## src/rtl/rx_front_pkg.sv

```systemverilog
// Shared constants and elaboration-time helpers for the RFID receive front end.
// Also used by the demod block so that both sides agree on strobe period and align phase.
package rx_front_pkg;

    localparam int unsigned DefaultN         = 10;
    localparam int unsigned DefaultAlignLoad = DefaultN / 2;
    localparam int unsigned MaxVoteW         = 7;

    // Ceiling log2, never less than 1 so that a counter always has at least one bit.
    function automatic int unsigned clog2(input int unsigned value);
        int unsigned w;
        w = 1;
        for (int unsigned b = 1; b < 32; b++) begin
            if ((32'd1 << b) < value) begin
                w = b + 1;
            end
        end
        return w;
    endfunction

    function automatic bit vote_w_legal(input int unsigned w);
        return (w >= 1) && (w <= MaxVoteW) && ((w % 2) == 1);
    endfunction

    // Illegal window sizes fall back to the nearest legal odd width not above the request.
    function automatic int unsigned vote_w_fix(input int unsigned w);
        int unsigned r;
        if (vote_w_legal(w)) begin
            r = w;
        end else if (w == 0) begin
            r = 1;
        end else if (w > MaxVoteW) begin
            r = MaxVoteW;
        end else begin
            r = w - 1;
        end
        return r;
    endfunction

endpackage

```

## src/rtl/strb_gen_ld.sv

```systemverilog
// Loadable strobe generator: free-running modulo-N counter with enable and phase reload.
// fire is the combinational "strobe this edge" term; strb is its registered copy.
module strb_gen_ld
    import rx_front_pkg::*;
#(
    parameter int unsigned N     = DefaultN,
    parameter int unsigned CNT_W = clog2(N)
) (
    input  logic             clk,
    input  logic             rst_n,
    input  logic             en,
    input  logic             load,
    input  logic [CNT_W-1:0] load_val,
    output logic             fire,
    output logic             strb
);

    localparam logic [CNT_W-1:0] CntLast = CNT_W'(N - 1);

    logic [CNT_W-1:0] cnt_q;
    logic             strb_q;

    // A load in the terminal cycle wins, so the coincident strobe is dropped.
    assign fire = en && !load && (cnt_q == CntLast);
    assign strb = strb_q;

    always_ff @(posedge clk or negedge rst_n) begin
        if (!rst_n) begin
            cnt_q  <= '0;
            strb_q <= 1'b0;
        end else if (!en) begin
            cnt_q  <= '0;
            strb_q <= 1'b0;
        end else if (load) begin
            cnt_q  <= load_val;
            strb_q <= 1'b0;
        end else if (cnt_q == CntLast) begin
            cnt_q  <= '0;
            strb_q <= 1'b1;
        end else begin
            cnt_q  <= cnt_q + 1'b1;
            strb_q <= 1'b0;
        end
    end

endmodule

```

## src/rtl/multi_sampler.sv

```systemverilog
// Multi-channel receive sampler: per-channel synchroniser, majority glitch filter and
// edge detector, plus a shared loadable strobe that captures all filtered levels at once.
module multi_sampler
    import rx_front_pkg::*;
#(
    parameter int unsigned CH          = 1,
    parameter int unsigned SYNC_STAGES = 2,
    parameter int unsigned VOTE_W      = 3,
    parameter int unsigned N           = DefaultN,
    parameter int unsigned ALIGN_LOAD  = N / 2
) (
    input  logic          clk,
    input  logic          rst_n,
    input  logic          en,
    input  logic          align,
    input  logic [CH-1:0] rx_in,
    output logic [CH-1:0] filt_dat,
    output logic [CH-1:0] out_edge,
    output logic [CH-1:0] out_dat,
    output logic          out_vld
);

    localparam int unsigned VoteW = vote_w_fix(VOTE_W);
    localparam int unsigned CntW  = clog2(N);

    logic          fire;
    logic [CH-1:0] out_dat_q;

    strb_gen_ld #(
        .N     (N),
        .CNT_W (CntW)
    ) u_strb (
        .clk      (clk),
        .rst_n    (rst_n),
        .en       (en),
        .load     (align),
        .load_val (CntW'(ALIGN_LOAD)),
        .fire     (fire),
        .strb     (out_vld)
    );

    for (genvar i = 0; i < CH; i++) begin : g_ch
        logic [SYNC_STAGES-1:0] sync_q;
        logic [VoteW-1:0]       win_q;
        logic [3:0]             ones;
        logic                   maj;
        logic                   filt_q;
        logic                   prev_q;
        logic                   edge_q;

        always_comb begin
            ones = '0;
            for (int unsigned k = 0; k < VoteW; k++) begin
                ones = ones + 4'(win_q[k]);
            end
            maj = (ones > 4'(VoteW / 2));
        end

        // Pure flop chain into the vote window; nothing combinational between stages.
        always_ff @(posedge clk or negedge rst_n) begin
            if (!rst_n) begin
                sync_q <= '0;
                win_q  <= '0;
                filt_q <= 1'b0;
                prev_q <= 1'b0;
                edge_q <= 1'b0;
            end else begin
                sync_q <= {sync_q[SYNC_STAGES-2:0], rx_in[i]};
                win_q  <= (win_q << 1) | VoteW'(sync_q[SYNC_STAGES-1]);
                filt_q <= maj;
                prev_q <= filt_q;
                edge_q <= filt_q ^ prev_q;
            end
        end

        assign filt_dat[i] = filt_q;
        assign out_edge[i] = edge_q;
    end

    always_ff @(posedge clk or negedge rst_n) begin
        if (!rst_n) begin
            out_dat_q <= '0;
        end else if (fire) begin
            out_dat_q <= filt_dat;
        end
    end

    assign out_dat = out_dat_q;

endmodule
```

## config.mk

```make
export PLATFORM = sky130hd
export DESIGN_NAME = multi_sampler
export DESIGN_NICKNAME = d
export VERILOG_FILES = /design/src/rtl/rx_front_pkg.sv /design/src/rtl/strb_gen_ld.sv /design/src/rtl/multi_sampler.sv
export SDC_FILE = /design/constraint.sdc
export NUM_CORES = 1
export LEC_CHECK = 0
export CAP_MARGIN = 5
export CELL_PAD_IN_SITES_DETAIL_PLACEMENT = 0
export CELL_PAD_IN_SITES_GLOBAL_PLACEMENT = 1
export CORE_UTILIZATION = 40
export CTS_CLUSTER_DIAMETER = 80
export DETAILED_ROUTE_END_ITERATION = 7
export DONT_BUFFER_PORTS = 1
export PLACE_DENSITY_LB_ADDON = 0.1
export SLEW_MARGIN = 20
export SYNTH_ARGS = -nofsm -noshare
export SYNTH_HDL_FRONTEND = slang
export SYNTH_SLANG_ARGS = --single-unit
```

## constraint.sdc

```tcl
create_clock -name clk -period 1.4 [get_ports clk]
set_input_delay 0.35 -clock clk [delete_from_list [all_inputs] [get_ports clk]]
set_output_delay 0.35 -clock clk [all_outputs]
set_load 0.005 [all_outputs]
```

After elaboration in Yosys (flattened, before gate mapping) --
Index checks and enable logic that the tools add are counted. Widths: inputs -> output; s select.
Operators by class: add/sub/neg operators 3, multipliers 0, divide/modulo/power cells 0, magnitude comparators 1, equality and inequality tests 1, shift operators 0, muxes and demuxes 6, bitwise operators 2, reductions and logical operators 3
Operator list (count):
- $mux 4 | 3
- $add 4x1->4 const B | 1
- $eq 4x4->1 const B | 1
- $add 2x1->3 | 1
- $gt 3x1->1 const B | 1
- $mux 1 | 3
- $or 3x1->3 | 1
- $add 1x1->2 | 1
- $logic_and 1x1->1 | 2
- $logic_not 1->1 | 1
- $xor 1x1->1 | 1
Storage, ports and cells: register bits 14, bits in latches 0, RAM bits 0, ROM bits 0, input port bits 5, logic and storage cells 24, memories 0

Longest topological paths before layout --
depth in word-level cells 4, depth in mapped cells 5

Modules after synthesis --
A second synthesis with hierarchy kept.
Second synthesis, totals: cells, all modules 43, area, all modules 535.5 sq um
Modules (own cells, without submodules):
- multi_sampler | times used 1, cells each 15, area each 276.5 sq um, sequential area each 225.2 sq um
- strb_gen_ld | times used 1, cells each 28, area each 259.0 sq um, sequential area each 125.1 sq um

Least setup slack after synthesis --
OpenSTA, ideal clock, no wires.
path type reg2reg, from register u_strb.cnt_q[1], to register out_dat_q, in the netlist out_dat, setup time 128 ps, arrival 1162 ps, required time 1272 ps, setup slack 111 ps, stages on the path, launching flop included 6, path buffers 0, period minus slack after synthesis 1289 ps, cells stage by stage dfrtp_1 inv_1 ha_1 nand2_2 nor3_2 mux2_1
On the way: longest elaborated chain between the ends 2
Ends and longest elaborated chain:
- from (decl) | line strb_gen_ld.sv:20 | logic [CNT_W-1:0] cnt_q;
- from (signal assigned) | line strb_gen_ld.sv:35 | cnt_q <= load_val;
- from (signal assigned) | line strb_gen_ld.sv:41 | cnt_q <= cnt_q + 1'b1;
- $eq 4x4->1 | line strb_gen_ld.sv:24 | assign fire = en && !load && (cnt_q == CntLast);
- $logic_and 1x1->1 | line strb_gen_ld.sv:24
- to (signal assigned) | line multi_sampler.sv:84 | out_dat_q <= filt_dat;
- to (decl) | line multi_sampler.sv:27 | logic [CH-1:0] out_dat_q;
No other way between the ends. A chain may end at the register's enable or synchronous reset.

Worst setup path after layout --
Same ends and word-level chain as after synthesis.

==> metrics.cfg <==
[outcome]
status=finished clean

[final_layout]
layout_commonest_cell=dfrtp_1
antenna_cells=0
multi_input_area_um2=173.9
fin_area_um2=610.6
area.growth.synth_to_final_pct=16.75
fin_nets=53
drive_above_1_share_pct=20.45
final_cell_mix=dfrtp_1 (14), clkbuf_4 (3), inv_1 (2), ha_1 (2), buf_4 (2)
area.sequential_um2=350.3
fillerInstances=95

[timing]
timing.fmax_ghz=0.7933
relSlewSlack_pct=60.04
tns_ps=0
period_needed_ps=1261
drv_slew=0
final.period_utilization_pct=90.04
finalHoldViolCount=0
tightestPinTransition_ps=597.4
finalClockSkew_ps=2.367
setup_viol=0
rsz0062_at_grt=false

[synthesis]
ys.warnings.count=0
ys_seq_area_share_pct=66.99
yosys.area.top_type=dfrtp_1
syn_inst=37
yosys-top-cells-area=dfrtp_1 (67%), ha_1 (7.2%), mux2_1 (2.2%)
ys_ff_latch=14
syn_avg_cell_area_um2=14.14
synth_area_um2=523.0
yosysUniqueCellTypes=21
syn-num-nets=45
synth.top_cell.area_share_pct=66.99

[place]
placed_area_um2=555.5
place.gp.congestion=0.7543
port_buffers=0

[flow_run]
max_cap_viol_count=0

[global_routing]
grt_pass1_wl_mm=1.366
grt_usage_pct=15.18
grt_pass1_vias=325
grt_max_degree=15
grt-ovfl-total=0
antenna_found_initial=0

[worst_setup_path]
critical_path_class=flip-flop to flip-flop
critPathRequiredTime_ps=1570
path_buf_inv=1
cp-start-kind=flip-flop
cp_slowest_stage_delay_ps=380
path_cells=inv_1 > ha_2 > nand2_2 > nor3_4 > mux2_1
critPathMaxFanout=3
critical-path-top-delay-family=flip-flops
worstSetupEndpointType=flip-flop
reg2regPathDepth=5
cp.arrival_ps=1430
cpMaxStageDelayCell=dfrtp_1
cp_num_cells=5

[route]
wl_um=808
ant_nets=0
drt_iter0_drc=0
drc=0
via_per_inst=5.086
drt-wirelength-per-cell_um=13.93
firstDrtPassIters=1
vias=295

[clock_tree]
cts_sinks=14
clock_latency_ps=280
postCtsSetupRepairBufs=0
cts_buffers=3
cts_root_buf=clkbuf_4
cts_tree=done
cts_buffer_depth=2
cts.clk_slew.worst_paths_ps=80
h-tree-depth=1

[power_and_ir_drop]
internal-power_uw=607.9
switching_share_pct=21.63
peakVddDrop_mv=0.6862
power.total_uw=775.6
p_leak_uw=0.0002818
clkPwrFrac_pct=36.7
p_per_area_nw_per_um2=1270
p_comb_share_pct=5.7
total_switching_power_uw=167.7
seqPwrFrac_pct=57.6

[floorplanning]
start_util_pct=45.24
coreArea_um2=1156
dieHeight_um=38.16
dieWidth_um=38.16
placementRows=12
io_pins=9
die_area_um2=1456

[hold_path]
whs_path_depth=0
hp-class=input port to flip-flop

## per-layer routing
metal / track usage, % / wire, um / vias up
met3: 5.233 / 48 / 5
li1: - / - / 144
met5: 0 / 0 / -
met2: 21.19 / 357 / 12
met4: 13.39 / 30 / 0
met1: 18.29 / 372 / 134
## cells by family (layout without fill, tap and decap cells)
| group | count (synthesis) | after routing | synth area share, % |
|---|---|---|---|
| compound gates | 5 | 5 | 6.461 |
| xor+xnor | 1 | 1 | 1.675 |
| fa+ha+maj | 3 | 3 | 7.178 |
| buf+inv | 2 | 9 | 1.436 |
| flops | 14 | 14 | 66.99 |
| mux | 1 | 1 | 2.153 |
| simple gates | 11 | 11 | 14.11 |
## sequential cells by signal, indices dropped and copies added (netlist names)
register / count
out_edge: 1
u_strb.cnt_q: 4
g_ch.sync_q: 2
g_ch.win_q: 3
u_strb.strb: 1
g_ch.prev_q: 1
out_dat: 1
filt_dat: 1
## worst reg2reg max path, delay by kind of cell, from the launching register on
kind                       cells  cell delay, ps
adders and majority gates      1             180
and+or+nand+nor                2             210
DFF                            1             380
buffers and inverters          1              60
muxes                          1             330
## cell type report
cell class	instances	area share, %
Sequential cell	14	57.38
Inverter	2	1.230
Clock buffer	4	5.943
Multi-Input combinational cell	21	28.48
Tap cell	14	2.869
Timing Repair Buffer	3	4.098
## stage by stage
| stage | cells | setup slack [ps] | hold slack [ps] | utilization, % |
|---|---|---|---|---|
| detailed placement | 53 | 83.23 | 54.73 | 48.05 |
| floorplan | 37 | 110.7 | 54.41 | - |
| finish | 58 | 139.4 | 94.86 | 52.81 |
| global route | 58 | 51.08 | 75.07 | 52.81 |
| global placement | 53 | 97.75 | 54.68 | 48.05 |
| CTS | 58 | 71.51 | 85.38 | 52.06 |
## power by group through the flow
stage	sequential, uW	combinational [uW]	clock, uW
2_1_floorplan	451	22.5	0
3_3_place_gp	452	31.9	0
3_5_place_dp	455	34.8	0
4_1_cts	447	44.6	295
5_1_grt	450	50.2	308
6_report	447	44.4	285
## synth_stat cells
cell      instances
mux2_1            1
nand4b_1          1
nand2_2           1
xor2_1            1
nand2_1           1
nor2_1            1
or3b_1            1
nand2b_1          1
a21oi_1           1
nor3_2            1
a21boi_1          1
dfrtp_1          14
nand3_1           1
o21a_1            1
nor3_1            1
a21o_1            1
inv_1             2
nand3b_1          1
a31oi_1           1
ha_1              3
and3b_1           1
## worst paths after layout
check	start	end	slack [ps]
worst max-delay path	u_strb.cnt_q[1]	out_dat	140
worst min-delay path	rx_in	g_ch[0].sync_q[0]	90
worst max register to register	u_strb.cnt_q[1]	out_dat	140
worst min register to register	g_ch[0].sync_q[1]	g_ch[0].win_q[0]	360
max in group asynchronous	rst_n	g_ch[0].win_q[0]	500
min in group asynchronous	rst_n	u_strb.cnt_q[3]	510
## repair_timing
action,in CTS,in global routing
gates resized for setup,0,2
setup endpoints to repair,0,1
hold endpoints to repair,14,0
hold buffers,1,0
Note: power is estimated with default switching activity, not from simulation.
